`src/rtl/mdu_ctrl_if.sv`:
```
// Issue-side bundle between the E stage and the MDU issue controller.
// The master modport drives the E-stage request; the slave modport is the controller.
interface mdu_ctrl_if;
    logic        req;
    logic [3:0]  op;
    logic        flush;
    logic        mdu_start;
    logic [3:0]  mdu_op;
    logic        stall;
    logic        busy;
    logic        done;
    logic [31:0] stall_cycles;

    // Handshake: a request is offered while req=1 and is accepted in the cycle
    // mdu_start=1; while stall=1 the E stage must hold req/op unchanged.
    modport master (
        output req, op, flush,
        input  mdu_start, mdu_op, stall, busy, done, stall_cycles
    );

    modport slave (
        input  req, op, flush,
        output mdu_start, mdu_op, stall, busy, done, stall_cycles
    );
endinterface

```
`src/rtl/mdu_ctrl.sv`:
```
// MDU issue controller: single-cycle start pulses, mult/div occupancy tracking,
// stalling of further MDU instructions while busy, and a wrapping stall counter.
module mdu_ctrl #(
    parameter int MULT_CYCLES = 5,
    parameter int DIV_CYCLES  = 10
) (
    input  logic       clk,
    input  logic       reset,
    mdu_ctrl_if.slave  bus_if,
    output logic [1:0] dbg_state_o
);
    localparam int MAX_CYCLES = (MULT_CYCLES > DIV_CYCLES) ? MULT_CYCLES : DIV_CYCLES;
    localparam int CNT_W      = (MAX_CYCLES > 1) ? $clog2(MAX_CYCLES) : 1;

    typedef enum logic [1:0] {
        IDLE = 2'd0,
        MUL  = 2'd1,
        DIV  = 2'd2
    } state_e;

    state_e           state_q, state_d;
    logic [CNT_W-1:0] cnt_q, cnt_d;
    logic [31:0]      stall_cycles_q, stall_cycles_d;

    logic op_valid;
    logic vreq;
    logic start;
    logic stall;

    assign op_valid = (bus_if.op >= 4'd1) && (bus_if.op <= 4'd8);
    assign vreq     = bus_if.req & ~bus_if.flush & op_valid;

    // State register
    always_ff @(posedge clk) begin
        if (reset) begin
            state_q        <= IDLE;
            cnt_q          <= '0;
            stall_cycles_q <= '0;
        end else begin
            state_q        <= state_d;
            cnt_q          <= cnt_d;
            stall_cycles_q <= stall_cycles_d;
        end
    end

    // Next-state logic
    always_comb begin
        state_d        = state_q;
        cnt_d          = cnt_q;
        stall_cycles_d = stall_cycles_q + {31'd0, stall};
        case (state_q)
            IDLE: begin
                if (start && (bus_if.op == 4'd1 || bus_if.op == 4'd2)) begin
                    state_d = MUL;
                    cnt_d   = CNT_W'(MULT_CYCLES - 1);
                end else if (start && (bus_if.op == 4'd3 || bus_if.op == 4'd4)) begin
                    state_d = DIV;
                    cnt_d   = CNT_W'(DIV_CYCLES - 1);
                end
            end
            MUL, DIV: begin
                // Flush never aborts an in-flight op: HI/LO writes are architectural.
                if (cnt_q == '0) begin
                    state_d = IDLE;
                end else begin
                    cnt_d = cnt_q - 1'b1;
                end
            end
            default: begin
                state_d = IDLE;
                cnt_d   = '0;
            end
        endcase
    end

    // Output logic
    always_comb begin
        start = 1'b0;
        stall = 1'b0;
        bus_if.mdu_start = 1'b0;
        bus_if.mdu_op    = 4'd0;
        bus_if.stall     = 1'b0;
        bus_if.busy      = 1'b0;
        bus_if.done      = 1'b0;
        if (!reset) begin
            start            = vreq & (state_q == IDLE);
            stall            = vreq & (state_q != IDLE);
            bus_if.mdu_start = start;
            bus_if.mdu_op    = start ? bus_if.op : 4'd0;
            bus_if.stall     = stall;
            bus_if.busy      = (state_q != IDLE);
            bus_if.done      = (state_q != IDLE) && (cnt_q == '0);
        end
    end

    assign bus_if.stall_cycles = stall_cycles_q;
    assign dbg_state_o         = state_q;
endmodule

```
`src/flat_wrapper.sv`:
```
// flat-port wrapper written by rule: the top's interface ports become plain ports
module mdu_ctrl_flat 
#(
    parameter int MULT_CYCLES = 5,
    parameter int DIV_CYCLES  = 10
)
  (clk, reset, dbg_state_o, bus_if_req, bus_if_op, bus_if_flush, bus_if_mdu_start, bus_if_mdu_op, bus_if_stall, bus_if_busy, bus_if_done, bus_if_stall_cycles);
  mdu_ctrl_if bus_if_i ();
  input  logic clk;
  input  logic reset;
  output logic [1:0] dbg_state_o;
  input wire logic [$bits(bus_if_i.req)-1:0] bus_if_req;
  input wire logic [$bits(bus_if_i.op)-1:0] bus_if_op;
  input wire logic [$bits(bus_if_i.flush)-1:0] bus_if_flush;
  output wire logic [$bits(bus_if_i.mdu_start)-1:0] bus_if_mdu_start;
  output wire logic [$bits(bus_if_i.mdu_op)-1:0] bus_if_mdu_op;
  output wire logic [$bits(bus_if_i.stall)-1:0] bus_if_stall;
  output wire logic [$bits(bus_if_i.busy)-1:0] bus_if_busy;
  output wire logic [$bits(bus_if_i.done)-1:0] bus_if_done;
  output wire logic [$bits(bus_if_i.stall_cycles)-1:0] bus_if_stall_cycles;
  assign bus_if_i.req = bus_if_req;
  assign bus_if_i.op = bus_if_op;
  assign bus_if_i.flush = bus_if_flush;
  assign bus_if_mdu_start = bus_if_i.mdu_start;
  assign bus_if_mdu_op = bus_if_i.mdu_op;
  assign bus_if_stall = bus_if_i.stall;
  assign bus_if_busy = bus_if_i.busy;
  assign bus_if_done = bus_if_i.done;
  assign bus_if_stall_cycles = bus_if_i.stall_cycles;
  mdu_ctrl #(.MULT_CYCLES(MULT_CYCLES), .DIV_CYCLES(DIV_CYCLES)) u_core (.clk(clk), .reset(reset), .bus_if(bus_if_i), .dbg_state_o(dbg_state_o));
endmodule
```
`config.mk`:
```
export PLATFORM = sky130hd
export DESIGN_NAME = mdu_ctrl_flat
export DESIGN_NICKNAME = d
export VERILOG_FILES = /design/src/rtl/mdu_ctrl_if.sv /design/src/rtl/mdu_ctrl.sv /design/src/flat_wrapper.sv
export SDC_FILE = /design/constraint.sdc
export NUM_CORES = 1
export LEC_CHECK = 0
export BUFFER_PORTS_ARGS = -buffer_cell sky130_fd_sc_hd__buf_2
export CAP_MARGIN = 20
export CORE_MARGIN = 4
export CORE_UTILIZATION = 57
export DETAILED_ROUTE_END_ITERATION = 8
export PLACE_DENSITY = 0.9
export SYNTH_ARGS = -nofsm -noshare
export SYNTH_HDL_FRONTEND = slang
export SYNTH_SLANG_ARGS = --single-unit
```
`constraint.sdc`:
```
create_clock -name clk -period 4.6 [get_ports clk]
set_input_delay 0.69 -clock clk [delete_from_list [all_inputs] [get_ports clk]]
set_output_delay 0.69 -clock clk [all_outputs]
set_load 0.05 [all_outputs]
```
==> impl_metrics.csv <==
group,metric,value,unit
placement,globalplace.congestion,0.8051,
routing,totalWireLength,4554,um
yosys,synth.avg_cell_area,8.748,um2
worst_setup_path,crit_chain,"buf_2 > o31ai_1 > nand4b_1 > nor3_1 > ha_1 > ha_1 > and2_1 > nand3_1 > or4_1 > a21oi_1",
clock_network,numCtsBuffers,5,
clock_network,cts_tree,"built",
yosys,synth_fp_nets,244,
finish,stdcell_count,323,
global_routing,grt_pass1_wl,7217,um
floorplan,die_h,67.54,um
power,clockPowerShare,0.266,
yosys,synth_edf_count,0,
min_path,min_to,"u_core.bus_if.stall_cycles[31]$_SDFF_PP0_",
clock_network,clk_path_buf_depth,2,
power,netSwitchingFraction,0.3027,
yosys,ys_ff_latch,38,
power,p_switching,0.1857,mW
worst_setup_path,r2r-end,"u_core.bus_if.stall_cycles[22]$_SDFF_PP0_",
clock_network,holdBufCountCts,0,
run_status,status,"completed",
clock_network,clk_pin_slew,0.11,ns
sta,slew_headroom,0.4893,
finish,area_delta_synth_final,14.98,%
yosys,async_reset_ff_frac,0,
clock_network,cts-resized-gates,0,
clock_network,cts_root_buf,"clkbuf_4",
power,p_int,0.4279,mW
sta,fmax,0.3350,GHz
routing,drc,0,
floorplan,die_x,67.54,um
worst_setup_path,cp.required,4.87,ns
worst_setup_path,cp_top_family,"simple AND/OR/NAND/NOR gates",
sta,timing.final.ws_setup,1.615,ns
worst_setup_path,reg2reg_depth,9,
routing,drt_iter0_markers,139,
worst_setup_path,crit_fanout,10,
min_path,worstHoldPathCells,2,
routing,ant_nets,0,
worst_setup_path,crit_buf_inv,1,
power,power,0.6137,mW
placement,numPlacedInstances,316,
floorplan,dieArea,0.004562,mm2
power,combinationalPowerShare,0.178,
sta,fin_crit_sh,0.6489,
clock_network,h-tree-depth,2,
clock_network,post_cts_buffers,0,
worst_setup_path,worst-endpoint-arrival,3.26,ns
finish,nNetsFinal,290,
sta,worstMarginPinSlew,0.7661,ns
global_routing,grt_max_degree,46,
yosys,synthCells,231,
routing,drtPass1Iterations,5,
sta,hold_viol,0,
sta,fin_setup_tns,0,ns
clock_network,clkLatencyLatePin,0.35,ns
floorplan,start_util,0.5962,
clock_network,clock-sinks,38,
floorplan,ios,50,
power,leakage,0.8998,nW
routing,vias_per_cell,6.012,
placement,dp_hpwl,3292,um
min_path,min_from,"u_core.bus_if.stall_cycles[31]$_SDFF_PP0_",
global_routing,gr-total-overflow,0,
finish,final_layout_size_suffix_gt1_frac,0.2455,
sta,drv_slew,0,
placement,dp_slack,1.278,ns
sta,hold_ws,0.4876,ns
yosys,yosysUniqueCellTypes,47,
finish,mostFrequentLayoutCells,"49 x buf_2, 38 x dfxtp_1, 20 x a21oi_1, 15 x nor2_1",
sta,rsz0062_at_grt,"false",
power,power_frac_seq,0.556,
yosys,ys.flop_type,"dfxtp_1",
worst_setup_path,crit_type,"input pin to flop",
sta,setup_viol,0,
worst_setup_path,r2r-start,"u_core.dbg_state_o[0]$_SDFFE_PP0P_",
placement,portBuffers,49,
min_path,hold_path.class,"flop to flop",
worst_setup_path,cp_common_cell,"ha_1",
power,peakVddDrop,0.0001637,V
worst_setup_path,max_stage_delay,0.55,ns
yosys,yosysWarnings,0,
finish,final_common_cell,"buf_2",
yosys,ys_seq_area_frac,0.3765,
yosys,syn-cell-area,0.002021,mm2
worst_setup_path,critPathLaunchType,"input pin",
floorplan,std_cell_rows,21,
global_routing,grt_use_total,0.2049,
worst_setup_path,cp-end-kind,"flop",
floorplan,core_area,0.003390,mm2
power,powerDensity,264.1,mW/mm2
routing,wl_per_cell,14.10,um
sta,min_period,2.985,ns
finish,diodes,0,
global_routing,grt_pass1_vias,1645,
global_routing,antenna_found_initial,0,
routing,vias,1942,
flow_run,drv_cap,0,
worst_setup_path,r2r_setup_slack,1.79,ns
sta,final.setup_skew,0.006192,ns
worst_setup_path,slowest_stage,"or4_1",
==> cells by family (layout without fill, tap and decap cells) <==
| logic type | after synthesis | after routing | synth area share |
|---|---|---|---|
| AO/OA/AOI/OAI | 53 | 53 | 0.1765 |
| multiplexers | 2 | 2 | 0.01114 |
| adder cells (fa/ha/maj) | 5 | 5 | 0.03096 |
| flip-flops | 38 | 38 | 0.3765 |
| AND/OR/NAND/NOR | 102 | 102 | 0.3127 |
| buffers and inverters | 19 | 65 | 0.04024 |
| XOR/XNOR | 12 | 12 | 0.05201 |
==> worst max-delay path by stage <==
stage / from / endpoint / slack (ns) / cells past startpoint
floorplan: u_core.dbg_state_o[0]$_SDFFE_PP0P_ / u_core.bus_if.stall_cycles[18]$_SDFF_PP0_ / 0.57 / 10
CTS: bus_if_op[2] / u_core.bus_if.stall_cycles[18]$_SDFF_PP0_ / 1.62 / 10
global placement: bus_if_op[2] / u_core.bus_if.stall_cycles[20]$_SDFF_PP0_ / 1.49 / 10
finish: bus_if_op[2] / u_core.bus_if.stall_cycles[22]$_SDFF_PP0_ / 1.62 / 10
global route: bus_if_op[2] / u_core.bus_if.stall_cycles[18]$_SDFF_PP0_ / 1.45 / 10
detailed placement: bus_if_op[2] / u_core.bus_if.stall_cycles[18]$_SDFF_PP0_ / 1.28 / 10
==> per-stage QoR <==
step	utilization	instance area, um2
after floorplan	-	2021
after global placement	0.6715	2276
after detailed placement	0.6715	2276
after CTS	0.6855	2323
after global routing	0.6855	2323
final	0.6855	2323
==> final cells by class <==
type	instances	area, um2
multi-input cells	174	1179
fillers	294	1066
flip-flops and latches	38	760.7
repair buffers	49	245.2
well taps	46	57.56
clock buffers	5	37.54
inverters	9	33.78
clock inverters	2	10.01
==> tightest hold or removal path, stage by stage, from the launching register on <==
cell and delay [ns]:
dfxtp_1 0.34, o31ai_1 0.06, a21oi_1 0.06
==> flip-flops by register name, indices dropped and copies added (netlist names) <==
name,flops
u_core.cnt_q,4
u_core.dbg_state_o,2
u_core.bus_if.stall_cycles,32
==> layer usage <==
metal / vias up / share of wire / track usage
met4: 0 / 0.014 / 0.07595
li1: 968 / - / -
met1: 889 / 0.45 / 0.2531
met2: 76 / 0.45 / 0.3463
met5: - / 0 / 0
met3: 9 / 0.079 / 0.04493
==> cell usage after synthesis, types with 3 or more instances <==
cell type | instances | area, um2
o21ai_0 | 6 | 30.03
o31ai_1 | 14 | 105.1
nand4_1 | 9 | 56.30
xor2_1 | 8 | 70.07
nor2_1 | 15 | 56.30
inv_1 | 9 | 33.78
nor4_1 | 3 | 18.77
nor2b_1 | 4 | 25.02
and4_1 | 4 | 35.03
xnor2_1 | 4 | 35.03
clkbuf_1 | 4 | 15.01
nor3_1 | 4 | 20.02
buf_1 | 3 | 11.26
a21oi_1 | 20 | 100.1
dfxtp_1 | 38 | 760.7
nand3_1 | 8 | 40.04
or4_1 | 14 | 105.1
or3_1 | 3 | 18.77
and2_1 | 9 | 56.30
nand2_1 | 14 | 52.55
ha_1 | 5 | 62.56
==> power groups by stage <==
stage	clock network [mW]	logic, mW	registers, mW
finish	0.163	0.109	0.341
CTS	0.167	0.109	0.341
floorplan	0	0.0782	0.355
global route	0.177	0.119	0.342
global placement	0	0.106	0.348
detailed placement	0	0.109	0.349
Note: power is estimated with default switching activity, not from simulation.
